<file path="config.mk">
export PLATFORM = sky130hd
export DESIGN_NAME = pipe_issue_arbiter
export DESIGN_NICKNAME = d
export VERILOG_FILES = /design/src/rtl/pipe_issue_arbiter.sv
export SDC_FILE = /design/constraint.sdc
export NUM_CORES = 1
export LEC_CHECK = 0
export BUFFER_PORTS_ARGS = -buffer_cell sky130_fd_sc_hd__buf_2
export CORE_ASPECT_RATIO = 1.4
export CORE_MARGIN = 5
export CORE_UTILIZATION = 35
export CTS_BUF_LIST = sky130_fd_sc_hd__clkbuf_8
export DETAILED_ROUTE_END_ITERATION = 6
export PLACE_DENSITY_LB_ADDON = 0.08
export SLEW_MARGIN = 10
export SYNTH_ARGS = -nofsm -noshare
export SYNTH_HDL_FRONTEND = slang
export SYNTH_SLANG_ARGS = --single-unit
</file>
<file path="constraint.sdc">
create_clock -name clk -period 2.05 [get_ports clk]
set_input_delay 0.1025 -clock clk [delete_from_list [all_inputs] [get_ports clk]]
set_output_delay 0.1025 -clock clk [all_outputs]
set_load 0.005 [all_outputs]
</file>
<file path="src/rtl/pipe_issue_arbiter.sv">
// pipe_issue_arbiter
// Round-robin front end for one shared, free-running, fixed-latency
// 4-operand pipeline. The winning operands are registered onto the
// datapath inputs. A tag shift register, matched to the pipeline depth,
// carries each operation's requester ID alongside it. When an operation
// leaves the pipeline, its result is registered and returned to the
// requester that issued it, together with a one-cycle valid strobe.

module pipe_issue_arbiter #(
    parameter int W   = 10,
    parameter int LAT = 3,
    parameter int CW  = 16
) (
    input  logic             clk,
    input  logic             rst_n,
    input  logic             en,
    input  logic             req0_valid,
    input  logic [4*W-1:0]   req0_ops,
    output logic             req0_ready,
    input  logic             req1_valid,
    input  logic [4*W-1:0]   req1_ops,
    output logic             req1_ready,
    output logic [W-1:0]     pa,
    output logic [W-1:0]     pb,
    output logic [W-1:0]     pc,
    output logic [W-1:0]     pd,
    input  logic [W-1:0]     pf,
    output logic             rsp0_valid,
    output logic             rsp1_valid,
    output logic [W-1:0]     rsp_data,
    output logic             busy,
    output logic [CW-1:0]    cnt0,
    output logic [CW-1:0]    cnt1
);

    localparam logic [CW-1:0] CNT_MAX = {CW{1'b1}};
    localparam logic [CW-1:0] CNT_ONE = {{(CW-1){1'b0}}, 1'b1};

    // Saturating increment: all-ones is sticky, so the counter never wraps.
    function automatic logic [CW-1:0] sat_inc(input logic [CW-1:0] v);
        if (v == CNT_MAX) begin
            return v;
        end else begin
            return v + CNT_ONE;
        end
    endfunction

    logic             last_grant_r;  // ID of the most recent winner
    logic [LAT:0]     tag_valid_r;   // stage j holds the op accepted j+1 edges ago
    logic [LAT:0]     tag_id_r;
    logic             grant0_s;
    logic             grant1_s;
    logic             accept_s;
    logic             win_id_s;
    logic [4*W-1:0]   win_ops_s;

    // Round-robin grant: a lone requester always wins (no idle penalty); on contention the one that did not win last time goes.
    always_comb begin
        grant0_s = 1'b0;
        grant1_s = 1'b0;
        if (!en) begin
            grant0_s = 1'b0;
            grant1_s = 1'b0;
        end else if (req0_valid && req1_valid) begin
            if (last_grant_r) begin
                grant0_s = 1'b1;
            end else begin
                grant1_s = 1'b1;
            end
        end else if (req0_valid) begin
            grant0_s = 1'b1;
        end else if (req1_valid) begin
            grant1_s = 1'b1;
        end else begin
            grant0_s = 1'b0;
            grant1_s = 1'b0;
        end
    end

    // Winner selection for the operand registers and the tag entry.
    always_comb begin
        accept_s  = grant0_s | grant1_s;
        win_id_s  = grant1_s;
        if (grant1_s) begin
            win_ops_s = req1_ops;
        end else begin
            win_ops_s = req0_ops;
        end
    end

    assign req0_ready = grant0_s;
    assign req1_ready = grant1_s;
    assign busy       = |tag_valid_r;

    // Operand registers feeding the datapath; they hold between accepts.
    always_ff @(posedge clk or negedge rst_n) begin
        if (!rst_n) begin
            pa <= {W{1'b0}};
            pb <= {W{1'b0}};
            pc <= {W{1'b0}};
            pd <= {W{1'b0}};
        end else if (accept_s) begin
            pa <= win_ops_s[4*W-1 -: W];
            pb <= win_ops_s[3*W-1 -: W];
            pc <= win_ops_s[2*W-1 -: W];
            pd <= win_ops_s[W-1:0];
        end
    end

    // Arbitration history; starting at 1 gives requester 0 the first contended grant.
    always_ff @(posedge clk or negedge rst_n) begin
        if (!rst_n) begin
            last_grant_r <= 1'b1;
        end else if (accept_s) begin
            last_grant_r <= win_id_s;
        end
    end

    // Tag pipeline shifts every edge; stage LAT lines up with pf for its op.
    always_ff @(posedge clk or negedge rst_n) begin
        if (!rst_n) begin
            tag_valid_r <= {(LAT+1){1'b0}};
            tag_id_r    <= {(LAT+1){1'b0}};
        end else begin
            tag_valid_r <= {tag_valid_r[LAT-1:0], accept_s};
            tag_id_r    <= {tag_id_r[LAT-1:0], win_id_s};
        end
    end

    // Response capture: latch pf while stage LAT is valid and strobe the owning requester.
    always_ff @(posedge clk or negedge rst_n) begin
        if (!rst_n) begin
            rsp_data   <= {W{1'b0}};
            rsp0_valid <= 1'b0;
            rsp1_valid <= 1'b0;
        end else begin
            rsp0_valid <= tag_valid_r[LAT] & ~tag_id_r[LAT];
            rsp1_valid <= tag_valid_r[LAT] &  tag_id_r[LAT];
            if (tag_valid_r[LAT]) begin
                rsp_data <= pf;
            end
        end
    end

    // Per-requester accepted-operation counters, saturating.
    always_ff @(posedge clk or negedge rst_n) begin
        if (!rst_n) begin
            cnt0 <= {CW{1'b0}};
            cnt1 <= {CW{1'b0}};
        end else begin
            if (grant0_s) begin
                cnt0 <= sat_inc(cnt0);
            end
            if (grant1_s) begin
                cnt1 <= sat_inc(cnt1);
            end
        end
    end

endmodule

</file>
-- After elaboration in Yosys (flattened, before gate mapping)
Cells that the tools add are included.
W data, S select, Z words.
- bits in registers: 93
- bits in latches: 0
- bits in writable memories: 0
- memory bits (read-only): 0
- input port bits: 95
- output and inout bits: 87
- memories kept: 0
- $add $sub $neg: 2
- multiply operators: 0
- div/mod/pow operators: 0
- order comparisons: 0
- equality and inequality tests: 2
- shift operators: 0
- muxes and demuxes: 10
- bitwise logic cells: 6
- reduce and logical (&&, ||, !) cells: 4
- operators by type and width (operator ; count):
    $mux W40 ; 1
    $add A16 B1 Y16 const B ; 2
    $eq A16 B16 Y1 const B ; 2
    $mux W1 ; 9
    $reduce_and A2 Y1 ; 2
    $reduce_or A4 Y1 ; 1
    $not A1 Y1 ; 3
    $and A1 B1 Y1 ; 2
    $logic_and A1 B1 Y1 ; 1
    $or A1 B1 Y1 ; 1

-- Depth between registers and ports, before layout
Gate-level depths: netlist of the first run.
- word-level depth: 5
- gate-level depth with buffers: 6

-- Least setup slack after synthesis of the first run
Ideal clock, no wire load.
- path kind: reg-to-reg
- from: register cnt0[0]
- to: register cnt0[5]
- setup time: 0.124 ns
- data arrival time: 1.590 ns
- data required time: 1.926 ns
- setup slack: 0.336 ns
- cell stages (with the launch flop): 6
- period minus slack after synthesis: 1.714 ns
- cells stage by stage: dfrtp_1 -> ha_1 -> and3_1 -> and4_4 -> or4_1 -> xnor2_1
- longest elaborated chain between the ends: 3
- ends and longest elaborated chain (item ; line ; source):
    from (decl) ; 32 ; output logic [CW-1:0] cnt0,
    from (signal assigned) ; 148 ; cnt0 <= {CW{1'b0}};
    from (signal assigned) ; 152 ; cnt0 <= sat_inc(cnt0);
    parallel branches: the longest is 3 deep, another holds $add A16 B1 Y16 ; n/a ;
Parallel ways; which one is timed is not known.
A chain may end at the register's enable or synchronous reset.

-- Worst setup path after layout of the first run
- from: register cnt1[5]
- to: register cnt1[1]
- longest elaborated chain between the ends: 3
- ends and longest elaborated chain (item ; line ; source):
    from (decl) ; 33 ; output logic [CW-1:0] cnt1
    from (signal assigned) ; 149 ; cnt1 <= {CW{1'b0}};
    from (signal assigned) ; 155 ; cnt1 <= sat_inc(cnt1);
    $eq A16 B16 Y1 ; 41 ; if (v == CNT_MAX) begin
    $not A1 Y1 (no source line) ; n/a ;
    $reduce_and A2 Y1 (no source line) ; n/a ;
No other way between the ends.

==> impl_metrics.csv, run 1 <==
group,metric,value,unit
clock_tree,cts-resized-gates,0,
clock_tree,cts_root_buffer,"clkbuf_8",
drt,ant_nets,0,
logic_synthesis,post-synth-top-count-cell,"dfrtp_1",
die,fp.coreArea,11400,sq um
die,placementRows,46,
worst_setup_path,rr_startpoint,"cnt1[5]$_DFFE_PN0P_",
finish,syn2layout_area_growth,34.7,%
timing,worst_slew_pin_slew,0.572,ns
timing,finClkSkew,0.00940,ns
power,p_per_area,811,nW/um^2
timing,clock.fmax,0.527,GHz
die,die_x,102,microns
die,io-pin-count,182,
logic_synthesis,ys_seq_elements,93,
logic_synthesis,syn_nets,459,
placement,place_area,5230,sq um
global_routing,grt_pass1_wl,17100,microns
logic_synthesis,ys_seq_area_share,56.7,%
timing,drv_slew,0,
logic_synthesis,async_flop_share,100,%
logic_synthesis,synthAdderAreaFrac,0.609,%
placement,place_ws,0.120,ns
timing,final_hold_viol_count,0,
clock_tree,tritoncts,"done",
global_routing,grt-ovfl-total,0,
logic_synthesis,syn_inst,362,
power,worst_ir_drop_vdd,0.000316,V
worst_setup_path,arrival,2.14,ns
clock_tree,clkTransAtPathRegs,0.09,ns
logic_synthesis,yosysTopAreaCell,"dfrtp_1",
placement,dp_cells,680,
global_routing,antenna_found_initial,0,
job,drv_cap,0,
die,die_height,138,microns
finish,seq_area,2330,sq um
logic_synthesis,syn_avg_cell_area,11.3,sq um
worst_setup_path,reg2reg_depth,4,
status,status,"finished, final reports clean",
min_path,holdPathEnd,"pc[7]$_DFFE_PN0P_",
clock_tree,post_cts_buffers,0,
finish,final_cells,707,
logic_synthesis,synthXorXnorAreaFrac,5.76,%
clock_tree,clk_latency,0.36,ns
finish,diodes,0,
global_routing,grt_max_degree,83,
worst_setup_path,end_kind,"register",
timing,tns,0,ns
finish,num-nets-final,655,
finish,post-route-cell-area,5530,sq um
timing,setup_ws,0.152,ns
logic_synthesis,synth_area,4110,sq um
logic_synthesis,synth_top_family_by_area,"simple AND/OR/NAND/NOR gates",
placement,place_congestion,0.821,
worst_setup_path,critPathLaunchType,"register",
logic_synthesis,synth-simple-area-share,16.0,%
logic_synthesis,synth_commonest_cells,"92 x dfrtp_1, 54 x nand2_1, 40 x mux2i_1, 40 x o21ai_0, 14 x xnor2_1",
drt,dr.first_iter.drc_count,65,
logic_synthesis,yosys.area.top_type_share,56.0,%
drt,vias,3335,
logic_synthesis,netlist_top_cells_area,"dfrtp_1 56%, mux2i_1 9.7%, nand2_1 4.9%, o21ai_0 4.9%, mux2_2 3.3%",
timing,period_share,92.6,%
placement,io_buffers,181,
drt,drc,0,
worst_setup_path,timing.rr.end,"cnt1[1]$_DFFE_PN0P_",
drt,routed_wl,10400,microns
min_path,min_from,"req1_ops[17]",
clock_tree,numCtsBuffers,9,
min_path,worstHoldPathCells,3,
min_path,hp-class,"in -> reg",
logic_synthesis,synth_flop_cell,"dfrtp_1",
worst_setup_path,critical_path_class,"reg -> reg",
die,initial_core_util,36.0,%
drt,viasPerCell,4.72,
worst_setup_path,ff2ff_setup_slack,0.15,ns
clock_tree,htreeDepth,3,
global_routing,grt_pass1_vias,3461,
drt,drt-wirelength-per-cell,14.7,microns
power,total_power,4.49,mW
placement,dpl.hpwl,8000,microns
timing,fin_crit,1.90,ns
clock_tree,clockBufferDepth,2,
timing,slew_headroom,61.6,%
logic_synthesis,ys_types,39,
die,die-area,14000,sq um
finish,layout-drive-gt1-share,40.0,%
logic_synthesis,synthMuxAreaShare,13.3,%
logic_synthesis,synth_edf_count,0,
worst_setup_path,startpoint,"cnt1[5]$_DFFE_PN0P_",
global_routing,grtUsageTotal,15.2,%
finish,fill_cells,1110,
logic_synthesis,synth_compound_area_share,5.57,%
worst_setup_path,path_max_fanout,9,
timing,rsz0062_at_grt,"false",
worst_setup_path,required,2.30,ns
finish,multi_input_area,1700,sq um
timing,finalSetupViolCount,0,
power,leakage,2.98,nW
drt,dr.pass1.iters,4,
clock_tree,cts.sinks,93,
logic_synthesis,yosysWarnings,0,
## sequential cells by signal, indices dropped and copies added, names as in the netlist
name	flops
cnt0	16
cnt1	16
pa	10
pb	10
pc	10
pd	10
rsp_data	10
tag_id_r	4
tag_valid_r	4
last_grant_r	1
rsp0_valid	1
rsp1_valid	1
## kinds of logic after synthesis
logic type,Yosys count
AND/OR/NAND/NOR,121
buffers and inverters,21
adder cells (fa/ha/maj),2
XOR/XNOR,27
AO/OA/AOI/OAI,45
flip-flops,93
multiplexers,53
## metrics by stage
stage | utilization (%) | hold WS (ns)
2_1_floorplan | - | -0.193
3_5_place_dp | 45.9 | 0.132
4_1_cts | 48.6 | 0.00825
3_3_place_gp | 45.9 | 0.128
6_report | 48.6 | 0.0222
5_1_grt | 48.6 | 0.0267
## placed cells by master, fill, tap and decap left out, types with 2 or more instances in the layout
master         instances
buf_2                180
dfrtp_1               92
nand2_1               54
mux2i_1               40
o21ai_0               40
xnor2_1               14
xor2_1                13
mux2_2                12
nand4_1               12
dlygate4sd3_1         11
nand3_1                9
clkbuf_8               9
buf_4                  8
inv_1                  7
and4_1                 6
nor3_1                 6
nor4_1                 5
and3_1                 5
nor2_1                 4
or4_1                  3
nor2b_1                2
and2_1                 2
nor4b_1                2
nor3_2                 2
a21oi_1                2
ha_1                   2
buf_12                 2
## metal layers
layer  share of wire, %  track usage (%)  vias to the layer above  wire length [microns]
li1                   -                -                     1665                      -
met1                 41             18.6                     1539                   4230
met2                 50             25.5                      121                   5230
met3                7.7             4.48                       10                    800
met4                1.2             4.90                        0                    125
met5                  0                0                        -                      0
## power breakdown
part | switching (mW) | total [mW] | internal [mW]
Sequential | 0.248 | 2.36 | 2.11
Combinational | 0.440 | 0.927 | 0.486
Clock | 0.644 | 1.20 | 0.560
Total | 1.33 | 4.49 | 3.16
## worst max-delay path by stage
| stage | cells past startpoint | end |
|---|---|---|
| finish | 4 | cnt1[1]$_DFFE_PN0P_ |
| global route | 4 | cnt1[1]$_DFFE_PN0P_ |
| floorplan | 5 | cnt0[5]$_DFFE_PN0P_ |
| global placement | 5 | cnt1[1]$_DFFE_PN0P_ |
| detailed placement | 5 | cnt1[1]$_DFFE_PN0P_ |
| CTS | 5 | cnt1[1]$_DFFE_PN0P_ |
## what timing repair did
item                       4_1_cts  5_1_grt
hold endpoints to repair        48        0
setup endpoints to repair        0        1
hold buffers                    11        0
## layout make-up
cell class,count,share of cell area (%)
clock inverters,7,1.22
well taps,144,3.26
clock buffers,9,2.24
repair buffers,201,20.1
inverters,5,0.339
multi-input cells,248,30.8
flip-flops and latches,93,42.1
## worst max-delay path, cell delays in order (launching register included)
cell,delay (ns)
dfrtp_1,0.48
nand4_1,0.29
nor4_4,0.58
nor2_2,0.10
mux2_1,0.33
No activity file was read; power rests on OpenSTA's default activity.
==> run 2: changes to the inputs <==
--- a/config.mk
+++ b/config.mk
@@ -13,3 +13,2 @@
 export DETAILED_ROUTE_END_ITERATION = 6
-export PLACE_DENSITY_LB_ADDON = 0.08
 export SLEW_MARGIN = 10
--- a/constraint.sdc
+++ b/constraint.sdc
@@ -3,2 +3,2 @@
 set_output_delay 0.1025 -clock clk [all_outputs]
-set_load 0.005 [all_outputs]
+set_load 0.05 [all_outputs]
==> impl_metrics.csv, run 2 (synthesis gave the netlist of run 1 again) <==
group,metric,value,unit
status,status,"finished, final reports clean",
timing,tns,0,ns
worst_setup_path,arrival,1.82,ns
timing,worst_slew_pin_slew,0.669,ns
die,initial_core_util,36.0,%
clock_tree,clkTransAtPathRegs,0.10,ns
clock_tree,cts.sinks,93,
timing,rsz0062_at_grt,"false",
timing,finalSetupViolCount,0,
finish,final_common_cell,"buf_2",
clock_tree,clk_latency,0.36,ns
global_routing,antenna_found_initial,0,
worst_setup_path,required,1.95,ns
drt,drc,0,
global_routing,grt-ovfl-total,0,
die,die-area,14000,sq um
worst_setup_path,critPathLaunchType,"register",
die,die_x,102,microns
global_routing,grt_max_degree,83,
drt,drt-wirelength-per-cell,14.6,microns
finish,syn2layout_area_growth,35.1,%
finish,layout-drive-gt1-share,40.4,%
die,placementRows,46,
min_path,hp-class,"in -> reg",
timing,finClkSkew,0.0124,ns
timing,clock.fmax,0.519,GHz
die,fp.coreArea,11400,sq um
placement,io_buffers,181,
finish,fill_cells,1101,
worst_setup_path,crit_chain,"and2_4 -> or2_2 -> buf_6 -> inv_1 -> buf_2",
finish,utilization,48.7,%
clock_tree,tritoncts,"done",
power,worst_ir_drop_vdd,0.000292,V
worst_setup_path,rr_startpoint,"last_grant_r$_DFFE_PN1P_",
timing,final_hold_viol_count,0,
finish,diodes,0,
worst_setup_path,critical_path_class,"reg -> out",
worst_setup_path,startpoint,"last_grant_r$_DFFE_PN1P_",
finish,num-nets-final,654,
drt,ant_nets,0,
clock_tree,htreeDepth,3,
timing,fin_crit,1.93,ns
finish,reg.largest.list,"cnt0 (16), cnt1 (16)",
worst_setup_path,critical-path-top-delay-family,"buffers and inverters",
power,leakage,2.98,nW
worst_setup_path,endpoint,"req1_ready",
worst_setup_path,ff2ff_setup_slack,0.21,ns
worst_setup_path,cp.depth,5,
global_routing,grt_pass1_vias,3459,
finish,multi_input_area,1700,sq um
finish,final_cell_mix,"180 x buf_2, 91 x dfrtp_1, 54 x nand2_1",
power,p_per_area,995,nW/um^2
finish,seq_area,2330,sq um
job,drv_cap,0,
drt,viasPerCell,4.71,
worst_setup_path,end_kind,"output port",
worst_setup_path,crit_path_top_delay_cell,"dfstp_2",
drt,dr.pass1.iters,4,
timing,drv_slew,0,
drt,routed_wl,10300,microns
placement,dpl.hpwl,7910,microns
clock_tree,clockBufferDepth,2,
timing,hold_ws,0.0255,ns
timing,period_share,94.0,%
placement,place_congestion,0.787,
clock_tree,numCtsBuffers,9,
die,io-pin-count,182,
worst_setup_path,reg2reg_depth,4,
global_routing,grtUsageTotal,15.1,%
drt,dr.first_iter.drc_count,62,
worst_setup_path,timing.rr.end,"cnt1[12]$_DFFE_PN0P_",
worst_setup_path,max_stage_delay,0.38,ns
die,die_height,138,microns
worst_setup_path,crit_buf_inv,3,
timing,slew_headroom,55.4,%
worst_setup_path,path_max_fanout,14,
drt,vias,3328,
global_routing,grt_pass1_wl,17000,microns
clock_tree,post_cts_buffers,0,
clock_tree,cts_root_buffer,"clkbuf_8",
[run 2: through the flow]
stage               cell area [sq um]  total power, mW  cells  setup WS [ns]
finish                           5550             5.52    706          0.123
global route                     5550             5.83    706         0.0162
CTS                              5550             5.61    706         0.0271
detailed placement               5230             4.30    679          0.246
global placement                 5230             4.26    679          0.283
floorplan                        4110             3.71    362       0.000397
[run 2: metal layers]
layer,vias up,GRT usage (%),routed length (microns)
met3,10,4.78,809
met5,-,0,0
met1,1538,17.3,4090
met4,0,5.46,173
li1,1663,-,-
met2,117,26.1,5250
[run 2: where the power goes]
group	internal (mW)	switching [mW]	total [mW]
logic	0.493	1.39	1.88
clock network	0.631	0.650	1.28
registers	2.11	0.247	2.36
[run 2: cell type report]
type / count / area share, %
clock inverter: 5 / 1.06
inverter: 5 / 0.338
clock buffer: 11 / 2.73
sequential: 93 / 42.0
timing repair buffer: 200 / 20.0
multi-input combinational: 248 / 30.7
tap: 144 / 3.25
[run 2: worst min-delay path by stage]
| stage | startpoint | endpoint | slack (ns) | cells after the start |
|---|---|---|---|---|
| after floorplan | rst_n | cnt0[0]$_DFFE_PN0P_ | -0.19 | 0 |
| after global placement | rst_n | tag_id_r[0]$_DFF_PN0_ | 0.14 | 1 |
| after detailed placement | rst_n | tag_id_r[0]$_DFF_PN0_ | 0.15 | 1 |
| after CTS | req1_ops[17] | pc[7]$_DFFE_PN0P_ | 0.006 | 3 |
| after global routing | req1_ops[5] | pd[5]$_DFFE_PN0P_ | 0.02 | 3 |
| final | req1_ops[17] | pc[7]$_DFFE_PN0P_ | 0.03 | 3 |
[run 2: repair_timing]
| action | 4_1_cts | 5_1_grt |
|---|---|---|
| hold endpoints to repair | 52 | 0 |
| endpoints found under the setup margin | 0 | 1 |
| hold buffers | 11 | 0 |
| resized for setup | 0 | 1 |
[run 2: worst min-delay path: stages]
cell	delay (ns)
buf_2	0.08
mux2i_1	0.05
o21ai_0	0.13
